--- config.mk ---
export PLATFORM = sky130hd
export DESIGN_NAME = wave_monitor
export DESIGN_NICKNAME = d
export VERILOG_FILES = /design/src/rtl/wave_monitor.sv
export SDC_FILE = /design/constraint.sdc
export NUM_CORES = 1
export LEC_CHECK = 0
export CAP_MARGIN = 30
export CORE_ASPECT_RATIO = 1.5
export CORE_MARGIN = 4
export CORE_UTILIZATION = 55
export CTS_BUF_LIST = sky130_fd_sc_hd__clkbuf_2 sky130_fd_sc_hd__clkbuf_4 sky130_fd_sc_hd__clkbuf_8
export CTS_CLUSTER_SIZE = 16
export DETAILED_ROUTE_END_ITERATION = 8
export MAX_ROUTING_LAYER = met4
export PLACE_DENSITY = 0.88
export REMOVE_ABC_BUFFERS = 1
export SLEW_MARGIN = 20
export SYNTH_ARGS = -nofsm -noshare
export SYNTH_HDL_FRONTEND = slang
export SYNTH_SLANG_ARGS = --single-unit
--- constraint.sdc ---
create_clock -name clk -period 4.6 [get_ports clk]
set_input_delay 0.46 -clock clk [delete_from_list [all_inputs] [get_ports clk]]
set_output_delay 0.46 -clock clk [all_outputs]
set_load 0.02 [all_outputs]
--- src/rtl/wave_monitor.sv ---
// Measures one waveform cycle (period, min, max) from a strobed sample stream; done one cycle after the closing crossing.
// No back-pressure: accepts one sample per clk, ignores start while busy, outputs held until the next done.
module wave_monitor #(
  parameter int SAMPLE_W = 8,
  parameter int PERIOD_W = 16
) (
  input  logic                clk,
  input  logic                rst,
  input  logic [SAMPLE_W-1:0] sample_in,
  input  logic                sample_valid,
  input  logic [SAMPLE_W-1:0] threshold,
  input  logic                start,
  output logic                busy,
  output logic                done,
  output logic                timeout,
  output logic [PERIOD_W-1:0] period_out,
  output logic [SAMPLE_W-1:0] min_out,
  output logic [SAMPLE_W-1:0] max_out
);

  typedef enum logic [1:0] {IDLE, ARM, MEASURE, DONE} state_t;

  localparam logic [PERIOD_W-1:0] CNT_MAX = '1;
  localparam logic [PERIOD_W-1:0] CNT_ONE = PERIOD_W'(1);

  state_t              state, state_nxt;
  logic [SAMPLE_W-1:0] thr, thr_nxt;
  logic [SAMPLE_W-1:0] prev, prev_nxt;
  logic                prev_vld, prev_vld_nxt;
  logic [PERIOD_W-1:0] cnt, cnt_nxt;
  logic [SAMPLE_W-1:0] run_min, run_min_nxt, run_max, run_max_nxt;
  logic                busy_nxt, done_nxt, timeout_nxt;
  logic [PERIOD_W-1:0] period_nxt;
  logic [SAMPLE_W-1:0] min_nxt, max_nxt;
  logic                crossing;

  assign crossing = sample_valid && prev_vld && (prev < thr) && (sample_in >= thr);

  always_comb begin
    state_nxt    = state;
    thr_nxt      = thr;
    prev_nxt     = prev;
    prev_vld_nxt = prev_vld;
    cnt_nxt      = cnt;
    run_min_nxt  = run_min;
    run_max_nxt  = run_max;
    done_nxt     = 1'b0;
    timeout_nxt  = timeout;
    period_nxt   = period_out;
    min_nxt      = min_out;
    max_nxt      = max_out;

    case (state)
      IDLE: begin
        if (start) begin
          thr_nxt      = threshold;
          cnt_nxt      = '0;
          prev_vld_nxt = 1'b0;
          state_nxt    = ARM;
        end
      end
      ARM: begin
        if (sample_valid) begin
          prev_nxt     = sample_in;
          prev_vld_nxt = 1'b1;
          if (crossing) begin
            cnt_nxt     = CNT_ONE;
            run_min_nxt = sample_in;
            run_max_nxt = sample_in;
            state_nxt   = MEASURE;
          end else if (cnt == CNT_MAX - CNT_ONE) begin
            // This sample would be the all-ones'th without a crossing: give up.
            period_nxt  = CNT_MAX;
            timeout_nxt = 1'b1;
            min_nxt     = '0;
            max_nxt     = '0;
            done_nxt    = 1'b1;
            state_nxt   = DONE;
          end else begin
            cnt_nxt = cnt + CNT_ONE;
          end
        end
      end
      MEASURE: begin
        if (sample_valid) begin
          prev_nxt     = sample_in;
          prev_vld_nxt = 1'b1;
          if (crossing) begin
            period_nxt  = cnt;
            timeout_nxt = 1'b0;
            min_nxt     = run_min;
            max_nxt     = run_max;
            done_nxt    = 1'b1;
            state_nxt   = DONE;
          end else if (cnt == CNT_MAX) begin
            period_nxt  = CNT_MAX;
            timeout_nxt = 1'b1;
            min_nxt     = run_min;
            max_nxt     = run_max;
            done_nxt    = 1'b1;
            state_nxt   = DONE;
          end else begin
            cnt_nxt = cnt + CNT_ONE;
            if (sample_in < run_min) run_min_nxt = sample_in;
            if (sample_in > run_max) run_max_nxt = sample_in;
          end
        end
      end
      DONE: state_nxt = IDLE;
      default: state_nxt = IDLE;
    endcase

    busy_nxt = (state_nxt == ARM) || (state_nxt == MEASURE);
  end

  always_ff @(posedge clk) begin
    if (rst) begin
      state      <= IDLE;
      thr        <= '0;
      prev       <= '0;
      prev_vld   <= 1'b0;
      cnt        <= '0;
      run_min    <= '0;
      run_max    <= '0;
      busy       <= 1'b0;
      done       <= 1'b0;
      timeout    <= 1'b0;
      period_out <= '0;
      min_out    <= '0;
      max_out    <= '0;
    end else begin
      state      <= state_nxt;
      thr        <= thr_nxt;
      prev       <= prev_nxt;
      prev_vld   <= prev_vld_nxt;
      cnt        <= cnt_nxt;
      run_min    <= run_min_nxt;
      run_max    <= run_max_nxt;
      busy       <= busy_nxt;
      done       <= done_nxt;
      timeout    <= timeout_nxt;
      period_out <= period_nxt;
      min_out    <= min_nxt;
      max_out    <= max_nxt;
    end
  end

endmodule

==> results of run 1 <==
## worst register-to-register path: cells and delay by family, from the launching register on
| kind | cells | cell delay (ns) |
|---|---|---|
| AND/OR/NAND/NOR | 3 | 1.27 |
| AO/OA/AOI/OAI | 4 | 1.25 |
| flip-flops | 1 | 0.34 |
| buffers and inverters | 1 | 0.07 |
| adder cells (fa/ha/maj) | 1 | 0.33 |
## per-stage QoR
stage	power (mW)	instances	setup slack, ns	instance area, um2
2_1_floorplan	1.04	502	1.62	4370
3_3_place_gp	1.16	669	1.09	5100
3_5_place_dp	1.18	669	0.973	5100
4_1_cts	1.66	685	1.34	5270
5_1_grt	1.73	685	1.07	5270
6_report	1.65	685	1.28	5270
## cells by family (layout without fill, tap and decap cells)
kind of cell               count (synthesis)  count (layout)  share of synthesized area [%]
DFF                                       86              86                           38.2
buffers and inverters                     66             112                           5.96
AOI/OAI and AO/OA                        122             122                           19.7
adders and majority gates                 38              38                           10.5
muxes                                     17              17                           3.77
and+or+nand+nor                          205             205                           21.8
## power by group through the flow
| stage | sequential [mW] | combinational [mW] | clock, mW |
|---|---|---|---|
| CTS | 0.800 | 0.365 | 0.491 |
| detailed placement | 0.817 | 0.361 | 0 |
| global placement | 0.815 | 0.348 | 0 |
| global route | 0.803 | 0.408 | 0.522 |
| finish | 0.799 | 0.368 | 0.480 |
| floorplan | 0.837 | 0.201 | 0 |
## final cells by class
type	instances	area, um2
Multi-Input combinational cell	382	2520
Fill cell	665	2740
Inverter	34	128
Timing Repair Buffer	62	601
Clock buffer	9	124
Sequential cell	86	1720
Clock inverter	7	46.3
Tap cell	105	131
## registers in the layout, indices dropped and copies added (netlist names), 2 cells and up
| name | flops |
|---|---|
| cnt | 16 |
| period_out | 16 |
| max_out | 8 |
| min_out | 8 |
| prev | 8 |
| run_max | 8 |
| run_min | 8 |
| thr | 8 |
| state | 2 |
## per-layer routing
metal  global-route usage [%]  part of all wire (%)  up-vias
li1                         -                     -     2009
met2                     42.5                    52      185
met1                     28.1                    39     1977
met3                     4.84                   5.9       39
met4                     10.3                   2.7        0
met5                        -                     0        -
## synthesized netlist by cell type, drive strengths merged, types with 3 or more instances
master / count
and3: 5
ha: 38
a22o: 16
nand2: 76
buf: 8
a21oi: 45
o22ai: 4
mux2i: 17
and4: 3
a311oi: 5
inv: 33
o31a: 3
dfxtp: 86
o21ai: 11
nor2b: 5
a31oi: 5
nand4: 8
nand3: 36
clkbuf: 24
a41o: 4
a32o: 8
nor2: 28
a211oi: 6
nor3: 29
nand2b: 3
## path summary, 6_finish.rpt
path | startpoint | depth (start not counted) | to | slack [ns]
worst max-delay path | thr[6] | 9 | min_out[6] | 1.28
worst min-delay path | thr[5] | 2 | thr[5] | 0.46
worst max register to register | thr[6] | 9 | min_out[6] | 1.28
worst min register to register | thr[5] | 2 | thr[5] | 0.46
==> results by group, run 1 <==
Cells and area
  • Syn-to-layout area delta: 16.9%
  • Layout Nets: 633
  • Fraction of layout cells with a size suffix above 1: 6.03%
  • Most frequent cells in the layout: dfxtp_1, nand2_1, clkdlybuf4s50_1
  • Commonest non-fill, non-tap cell in the layout: dfxtp_1
  • Final core occ: 65.8%
  • Diode count: 0

Synth
  • Predominant post-synthesis flop cell: dfxtp_1
  • Synth Register Bits: 86
  • Mapped Area: 4510 um2
  • Post-synthesis cell count: 534
  • Synth area leader: dfxtp_1
  • Yosys cell types: 54
  • Main area contributors after synthesis: dfxtp_1, ha_1, nand2_1
  • Syn_area_per_cell: 8.45 um2
  • Seq/Total Area, Yosys: 38.2%
  • Async SR Flop Fraction: 0%
  • Ys Warns: 0
  • Post-synth top area share: 38.2%
  • Number of flops mapped to enable cells by yosys: 0

CTS
  • Clock latency on the worst-skew pair: 0.37 ns
  • CTS tree: yes
  • Clock slew at reported path FFs: 0.09 ns
  • Clk sinks: 86
  • Post-cts gate resize count: 0
  • # H-tree levels: 3
  • Post-CTS setup repair buffer count: 0
  • Clk root buf: clkbuf_8
  • Clock Tree Buf Depth: 2
  • Cts hold-fix bufs: 0
  • Number of buffers created by CTS: 9

Placed design
  • IO Port Bufs: 54
  • Post-DP HPWL: 7.99 mm
  • Routability cong.: 0.877

Worst setup path
  • Arrival @ worst endpoint: 3.63 ns
  • Top delay family on crit path: simple AND/OR/NAND/NOR gates
  • Critical path fanouts, max: 16
  • WS Path Type: register to register
  • CP Launch Type: register
  • Critical path's largest stage delay: 0.64 ns
  • Setup crit end kind: register
  • CP Data Required Time: 4.91 ns
  • Slowest-stage cell, CP: and4_1
  • Worst Path Buf+Inv: 1
  • Worst path cell trace: inv_1 > ha_1 > a21oi_1 > nand2_1 > a2111o_1 > or3_1 > a21oi_4 > and4_1 > a22o_1

Pwr
  • VDD IR max: 0.245 mV
  • Net Sw Power: 0.523 mW
  • Pleak: 2.04 nW
  • Comb power frac: 22.4%
  • Sw frac: 31.7%
  • Reg power frac: 48.5%
  • Clock power frac: 29.1%
  • Pint: 1.13 mW
  • Pwr dens: 313 nW/um2

Run
  • Max Cap Viol: 0

Route
  • Post-route ant nets: 0
  • Wire per inst: 16.4 um
  • First-pass DRT Iterations: 5
  • Drt total wl: 11.2 mm
  • DRT iter0 DRCs: 307
  • Routed vias: 4,210
  • Vias per std cell: 6.15
  • Residual DRC count: 0

Global routing
  • Gr usage total: 25.0%
  • Largest net degree at the start of global routing: 44
  • Initial antenna violation count: 0
  • GRT overflow: 0
  • First-pass GRT wire length: 18.9 mm
  • Vias in the first global route: 4,173

STA
  • Period utilization: 72.2%
  • RSZ-0062 raised after global routing: no
  • Post-route setup TNS: 0 ns
  • Fmax: 0.301 GHz
  • Relative slew margins: 52.2%
  • Clock Skew: 0.00974 ns
  • Fin Hold WS: 0.458 ns
  • Final setup fails: 0
  • Worst Tran Pin Value: 0.718 ns
  • Min Tclk post-route: 3.32 ns
  • Slew Viols, Final: 0
  • Fin. Hold Viols: 0

Floorplan
  • Die area: 9740 um2
  • Number of cell rows: 40
  • I/O pin count: 55
  • Die Y: 119 um
  • Chip width: 81.9 um
  • Initial core utilization: 56.3%
  • Core region area: 8010 um2

Status
  • Outcome: completed

Min path
  • Worst hold path type: register to register
(Power assumes the default switching activity.)
==> run 2: changes to the inputs <==
==> constraint.sdc (replaced) <==
create_clock -name clk -period 3.35 [get_ports clk]
set_input_delay 0.335 -clock clk [delete_from_list [all_inputs] [get_ports clk]]
set_output_delay 0.335 -clock clk [all_outputs]
set_load 0.02 [all_outputs]
==> run 2 against run 1 <==
Effect of this change:
- worst hold slack got worse by 0.0028 ns
- maximum frequency increased by 7.9%
- sequential share of layout area decreased by 0.86 points
- critical path type unchanged
- critical path depth increased by 2
- highest routed layer unchanged
- clock-buffer cell count increased by 1
- largest power group unchanged
- setup slack got worse by 1.0 ns
- power increased by 44%
- first-iteration DRC count decreased by 35%
==> results by group, run 2 (synthesis results as in run 1) <==
Floorplan
  • Die Y: 119 um (unchanged)
  • Die area: 9740 um2 (unchanged)
  • Core region area: 8010 um2 (unchanged)
  • Number of cell rows: 40 (unchanged)
  • Chip width: 81.9 um (unchanged)
  • I/O pin count: 55 (unchanged)
  • Initial core utilization: 56.3% (unchanged)

Min path
  • Worst hold path type: register to register
  • Hold Crit Depth: 2 (unchanged)
  • Hold_sp: thr[4]
  • Sink of the worst hold path: thr[4]

CTS
  • Clk sinks: 86 (unchanged)
  • Post-CTS setup repair buffer count: 0 (unchanged)
  • Number of buffers created by CTS: 9 (unchanged)
  • Clk root buf: clkbuf_8
  • Clock Tree Buf Depth: 2 (unchanged)
  • # H-tree levels: 3 (unchanged)
  • Clock latency on the worst-skew pair: 0.37 ns (about the same)
  • Cts hold-fix bufs: 0 (unchanged)
  • Post-cts gate resize count: 0 (unchanged)
  • Clock slew at reported path FFs: 0.09 ns (about the same)
  • CTS tree: yes

Global routing
  • Gr usage total: 24.2% (-0.81 points)
  • Initial antenna violation count: 0 (unchanged)
  • Vias in the first global route: 4,034 (-3.3%)
  • First-pass GRT wire length: 18.2 mm (-3.7%)
  • Largest net degree at the start of global routing: 52 (+18%)
  • GRT overflow: 0 (unchanged)

Route
  • Drt total wl: 11.1 mm (-1.4%)
  • Wire per inst: 15.9 um (-3.3%)
  • First-pass DRT Iterations: 6 (+1)
  • DRT iter0 DRCs: 200 (-35%)
  • Vias per std cell: 5.89 (-4.1%)
  • Post-route ant nets: 0 (unchanged)
  • Residual DRC count: 0 (unchanged)
  • Routed vias: 4,119 (-2.2%)

STA
  • Clock Skew: 0.00794 ns (-0.00180 ns)
  • Slew Viols, Final: 0 (unchanged)
  • RSZ-0062 raised after global routing: no
  • Period utilization: 91.9% (+20 points)
  • Worst Tran Pin Value: 0.649 ns (-0.0692 ns)
  • Fin worst setup slack: 0.273 ns (-1.01 ns)
  • Relative slew margins: 56.3% (+4.2 points)
  • Min Tclk post-route: 3.08 ns (-0.243 ns)
  • Fin. Hold Viols: 0 (unchanged)
  • Post-route setup TNS: 0 ns (unchanged)
  • Final setup fails: 0 (unchanged)
  • Fmax: 0.325 GHz (+7.9%)

Worst setup path
  • WS Path Type: register to register
  • Setup crit end kind: register
  • Path depth of the worst reg2reg path: 11 (+2)
  • Reg2reg setup slack: 0.27 ns (-1.01 ns)
  • CP Launch Type: register
  • RR Endpoint: cnt[6]
  • Crit path from: thr[6]
  • Arrival @ worst endpoint: 3.35 ns (-0.28 ns)
  • Worst reg2reg path startpoint: thr[6]
  • Critical path fanouts, max: 14 (-2)
  • CP Data Required Time: 3.62 ns (-1.29 ns)

Cells and area
  • Most frequent cells in the layout: dfxtp_1, nand2_1, clkdlybuf4s50_1
  • Largest regs: cnt x16, period_out x16
  • FILL cells: 639 (-3.9%)
  • Fraction of layout cells with a size suffix above 1: 8.25% (+2.2 points)
  • Syn-to-layout area delta: 20.0%
  • Diode count: 0 (unchanged)
  • Commonest non-fill, non-tap cell in the layout: dfxtp_1
  • Layout Nets: 647 (+2.2%)
  • Number of non-filler instances in the completed layout: 699 (+2.0%)
  • Post-route cell area: 5410 um2 (+2.7%)

Pwr
  • VDD IR max: 0.317 mV (+29%)
  • Reg power frac: 46.2% (-2.3 points)
  • Sw frac: 30.4% (-1.3 points)
  • Pint: 1.65 mW (+47%)
  • Pwr dens: 439 nW/um2 (+40%)
  • Comb power frac: 21.4% (-1.0 points)
  • Pleak: 2.11 nW (+3.6%)
  • Clock power frac: 32.4% (+3.3 points)
  • Net Sw Power: 0.722 mW (+38%)
  • Total Power: 2.37 mW (+44%)

Status
  • Outcome: completed

Placed design
  • IO Port Bufs: 54 (unchanged)
  • Post-DP Area: 5210 um2 (+2.1%)
  • Placed insts: 683 (+2.1%)
  • Pre-CTS setup slack: 0.0530 ns (-0.920 ns)
  • Routability cong.: 0.852 (-2.8%)
  • Post-DP HPWL: 7.98 mm (about the same)

Run
  • Max Cap Viol: 0 (unchanged)
run 2: stage by stage:
stage	utilization, %	hold WS [ns]
detailed placement	65.0	0.446
finish	67.6	0.455
CTS	67.6	0.458
global route	67.6	0.474
floorplan	-	0.404
global placement	65.0	0.447
run 2: layout make-up:
class / instances / area [um2] / share of cell area [%]
Sequential cell: 86 / 1720 / 31.8
Clock inverter: 6 / 70.1 / 1.29
Timing Repair Buffer: 76 / 706 / 13.0
Inverter: 34 / 128 / 2.36
Tap cell: 105 / 131 / 2.43
Clock buffer: 10 / 138 / 2.54
Multi-Input combinational cell: 382 / 2520 / 46.5
run 2: how the worst max path moves through the flow:
stage	end
floorplan	cnt[2]
global placement	cnt[4]
detailed placement	cnt[9]
CTS	cnt[9]
global route	cnt[9]
finish	cnt[6]
run 2: power by group through the flow:
stage                     clock network [mW]  registers, mW  logic, mW
after floorplan                            0           1.15      0.276
after global placement                     0           1.12      0.487
after detailed placement                   0           1.12      0.505
after CTS                              0.786           1.10      0.508
after global routing                   0.820           1.10      0.565
final                                  0.769           1.10      0.509
run 2: worst max-delay path, stage by stage, from the launching register on:
cell	delay [ns]
dfxtp_1	0.33
inv_1	0.07
ha_1	0.34
a21oi_1	0.17
nand2_1	0.07
a2111o_1	0.46
or3_1	0.44
buf_4	0.20
a311oi_2	0.24
buf_4	0.25
nand3_1	0.11
a32o_1	0.29
run 2: routing by layer:
metal | track usage (%) | wire [um] | vias up
met3 | 4.08 | 511 | 30
li1 | - | - | 2029
met4 | 13.0 | 337 | 0
met1 | 26.3 | 4440 | 1946
met2 | 40.9 | 5800 | 114
met5 | - | 0 | -
==> edit 1, RTL diff (settings of run 2) <==
Register the output `min_out` once more, cleared by the reset; this adds one clock of latency there. The other outputs are not delayed to match.
--- a/src/rtl/wave_monitor.sv
+++ b/src/rtl/wave_monitor.sv
@@ -24,4 +24,6 @@
   localparam logic [PERIOD_W-1:0] CNT_ONE = PERIOD_W'(1);
 
+  logic [SAMPLE_W-1:0] min_s0;
+
   state_t              state, state_nxt;
   logic [SAMPLE_W-1:0] thr, thr_nxt;
@@ -48,5 +50,5 @@
     timeout_nxt  = timeout;
     period_nxt   = period_out;
-    min_nxt      = min_out;
+    min_nxt      = min_s0;
     max_nxt      = max_out;
 
@@ -127,5 +129,5 @@
       timeout    <= 1'b0;
       period_out <= '0;
-      min_out    <= '0;
+      min_s0     <= '0;
       max_out    <= '0;
     end else begin
@@ -141,6 +143,14 @@
       timeout    <= timeout_nxt;
       period_out <= period_nxt;
-      min_out    <= min_nxt;
+      min_s0     <= min_nxt;
       max_out    <= max_nxt;
+    end
+  end
+
+  always_ff @(posedge clk) begin
+    if (rst) begin
+      min_out <= '0;
+    end else begin
+      min_out <= min_s0;
     end
   end
Formal check against the unedited RTL: not equivalent (a bounded check fails within 10 cycles, from zero or initial values and one cycle with rst high).
==> edit 1 against run 2 <==
  * Total power rose by 15%
  * Sequential cell count up 8
  * Count of clock-buffer cells in the layout decreased by 1
  * Cell area rose by 2.9%
  * Area after synthesis rose by 2.6%
  * Clock power is 11% higher
  * Critical path depth fell by 1
  * Register-to-register slack better by 110 ps
  * Routed wire length increased by 4.9%
  * First-iteration DRC count grew 30%
  * Worst setup slack better by 18 ps
  * Sequential share of layout area grew 2.0 points
  * Maximum frequency increased by 0.59%
  * Largest power group unchanged
==> edit 1: results (changes against run 2) <==
----------------------------------------------------
[Power]
  Static leakage ... 2.122 nW (+0.63%)
  Int Power ... 0.001894 W (+15%)
  VDD IR max ... 0.0002882 V (-9.1%)

[Place]
  Post-DP HPWL ... 8.394 mm (+5.2%)
  Placer's final routability congestion estimate ... 0.8811 (+3.4%)
  Placed cell area ... 5340 um2 (+2.6%)
  Post-placement setup slack ... 99.00 ps (+46.01 ps)

[Worst setup path]
  End of the critical path ... cnt[12]
  Critical-path cell with the highest stage delay ... sky130_fd_sc_hd__or4_1

[STA]
  Maximum clock skew at final layout ... 7.101 ps (-0.8428 ps)

[GRT]
  Met3 track utilization from global routing ... 0.03476 (-0.006082)
  Met1 track demand over resource in global routing ... 0.2403 (-0.02248)
  Global Route Usage Sum ... 0.2423 (about the same)
  Wire length of the first global-routing pass ... 19.24 mm (+5.8%)
  Pin count of the biggest net entering global routing ... 50 (-3.8%)
  Global routing met2 resource utilization ... 0.4342 (+0.02482)

[Synthesis]
  Xor and xnor area share after synthesis ... 0.001892 (+0.001892)
  Avg Synthesized Cell Area ... 8.702 um2 (+3.0%)
  Most area-consuming cells after synthesis ... sky130_fd_sc_hd__dfxtp_1 41%, sky130_fd_sc_hd__ha_1 10%, sky130_fd_sc_hd__a21oi_1 5.2%
  Fraction of the yosys area taken by sequential cells ... 0.4065 (+0.02479)

[Worst hold path]
  Hold Path Origin ... rst
  Hold WC Path Type ... primary input to flip-flop

[Detailed routing]
  Final wirelength ... 11.63 mm (+4.9%)
  Met2 wire len ... 6.169 mm (+6.4%)
  Vias after detailed routing ... 4,252 (+3.2%)
  Detailed router's first-iteration violation count ... 260 (+30%)

[Run status]
  Status ... finished clean

[Final layout]
  Net total in the final layout ... 646 (-0.15%)

----------------------------------------------------
-- edit 1: cell count changes after synthesis, sizes merged, moves of 9 or more --
cell	run 2	this run
o21ai	11	30
a22o	16	0
nor2	28	37
nand2	76	39
o221a	0	16
nor3	29	8
-- edit 1: power groups by stage --
stage / registers, W / clock network, W / logic (W)
2_1_floorplan: 0.00129 / 0 / 0.000345
3_3_place_gp: 0.00125 / 0 / 0.000621
3_5_place_dp: 0.00125 / 0 / 0.000645
4_1_cts: 0.00123 / 0.000867 / 0.000655
5_1_grt: 0.00124 / 0.000910 / 0.000715
6_report: 0.00123 / 0.000855 / 0.000658
-- edit 1: final cells by class --
cell class / count / area (um2)
Multi-Input combinational cell: 371 / 2486
Tap cell: 105 / 131.4
Clock inverter: 7 / 106.4
Inverter: 38 / 142.6
Sequential cell: 94 / 1882
Clock buffer: 9 / 123.9
Fill cell: 631 / 2537
Timing Repair Buffer: 74 / 698.2
==> edit 2, RTL diff (settings of run 2) <==
Without the edit above. Set the parameter `PERIOD_W` to 32 (it was 16).
--- a/src/rtl/wave_monitor.sv
+++ b/src/rtl/wave_monitor.sv
@@ -3,5 +3,5 @@
 module wave_monitor #(
   parameter int SAMPLE_W = 8,
-  parameter int PERIOD_W = 16
+  parameter int PERIOD_W = 32
 ) (
   input  logic                clk,
Ports: changed (resized period_out); port bits go from 55 to 71. No check against the original RTL was run, so the function may have changed too.
==> edit 2 against run 2 <==
  * Routed wire length increased by 43%
  * Worst setup slack improved by 95 ps
  * Area after synthesis increased by 32%
  * Total power increased by 70%
  * Cell area increased by 36%
  * Sequential power increased by 45%
  * Sequential cell count increased by 32
  * Critical endpoint is now cnt[27]
  * Largest cell class unchanged
  * Largest power group unchanged
==> edit 2: results (changes against run 2) <==
----------------------------------------------------
[Power]
  Power density over the cells ... 547.1 nW/um2 (+25%)
  Int Power ... 0.002772 W (+68%)
  Part of the total power dissipated in combinational logic ... 0.256 (+0.042)
  Static leakage ... 2.605 nW (+24%)
  Clock Power ... 0.00140 W (+82%)
  VDD IR max ... 0.0004087 V (+29%)

[Run status]
  Status ... finished clean

[Final layout]
  Count of non-CTS buffers in the layout ... 103 (+36%)
  Largest regs ... cnt (32), period_out (32)
  Area of combinational cells with multiple inputs ... 3306 um2 (+31%)
  Multi-input gate share of the layout cell area ... 0.4493 (-0.01613)
  Layout buffering overhead excluding clock cells ... 0.1316 (+0.001288)
  Inverters ... 28 (-18%)
  Diode count ... 0 (unchanged)
  Fraction of area in clock buffers and inverters ... 0.05918 (+0.02082)
  Net total in the final layout ... 870 (+34%)
  Multi-Input Combinational ... 544 (+42%)
  Register fraction of the total cell area ... 0.3211 (+0.003086)
  Number of clock-tree buffers in the layout ... 22 (+12)
  Count of fill cells added during filler insertion ... 843 (+32%)

[STA]
  Smallest hold slack ... 320.2 ps (-135.3 ps)
  Transition time at the pin with the least slew margin ... 781.6 ps (+133.1 ps)
  Maximum clock skew at final layout ... 12.85 ps (+4.906 ps)

[Worst setup path]
  Worst setup path start ... thr[5]
  Worst-case register-to-register setup slack ... 370 ps (+100 ps)
  Max Fanout on Critical Path ... 30 (+16)
  Critical-path cell with the highest stage delay ... sky130_fd_sc_hd__or3_1
  Largest delay share family, worst path ... compound AO/OA/AOI/OAI gates
  Data arrival time of the critical path ... 3300 ps (-50 ps)
  End of the critical path ... cnt[27]
  Max stage delay on crit path ... 360 ps (-100 ps)

[Detailed routing]
  Vias per cell ... 5.962 (+1.2%)
  Average wire per standard cell ... 16.40 um (+3.4%)
  Iteration count of the initial detailed-routing pass ... 5 (-1)
  Detailed router's first-iteration violation count ... 356 (+78%)

[GRT]
  Global Route Usage Sum ... 0.2686 (+0.02647)
  Wire length of the first global-routing pass ... 26.48 mm (+46%)
  Pin count of the biggest net entering global routing ... 45 (-13%)

[CTS]
  Master cell of the clock root buffer ... sky130_fd_sc_hd__clkbuf_8
  Worst-Skew Late Latency ... 450 ps (+80 ps)
  Num CTS Buffers ... 17 (+8)
  Deepest level of the CTS H-tree ... 4 (+1)

[Synthesis]
  Fraction of the yosys area taken by sequential cells ... 0.3957 (+0.01403)
  Flip-flop and latch count after synthesis ... 118 (+37%)
  Commonest cells in the netlist ... 118 x sky130_fd_sc_hd__dfxtp_1, 102 x sky130_fd_sc_hd__nor2_1, 80 x sky130_fd_sc_hd__a21oi_1
  Most area-consuming cells after synthesis ... sky130_fd_sc_hd__dfxtp_1 40%, sky130_fd_sc_hd__ha_1 8.0%, sky130_fd_sc_hd__a21oi_1 6.7%

[Place]
  Placed cell area ... 6922 um2 (+33%)
  Post-DP HPWL ... 11.57 mm (+45%)
  Placer's final routability congestion estimate ... 0.9379 (+10%)

[Worst hold path]
  Hold WC Path Type ... primary input to flip-flop
  End point of the most critical hold path ... state[0]
  Hold Path Origin ... rst

----------------------------------------------------
edit 2: per-stage QoR:
stage                     setup WS, ps  std cells
after floorplan                 -599.8        690
after detailed placement         49.12        937
after global routing             238.3        969
after CTS                        416.7        969
final                            368.1        969
after global placement           99.44        937
edit 2: cell families (layout without fill, tap and decap cells):
kind of cell             Yosys count  in the layout  synth area share
AO/OA/AOI/OAI                    163            163            0.1710
XOR/XNOR                           1              1          0.001467
adder cells (fa/ha/maj)           38             38           0.07965
buffers and inverters             76            163           0.05240
flip-flops                       118            118            0.3957
multiplexers                       9              9           0.01530
AND/OR/NAND/NOR                  333            333            0.2844
edit 2: per-layer routing:
| layer | wire [um] | share of wire | global-route usage |
|---|---|---|---|
| met2 | 8358 | 0.53 | 0.4729 |
| met3 | 828 | 0.052 | 0.05892 |
| met1 | 5895 | 0.37 | 0.2758 |
| met4 | 805 | 0.051 | 0.1434 |
| met5 | 0 | 0 | - |
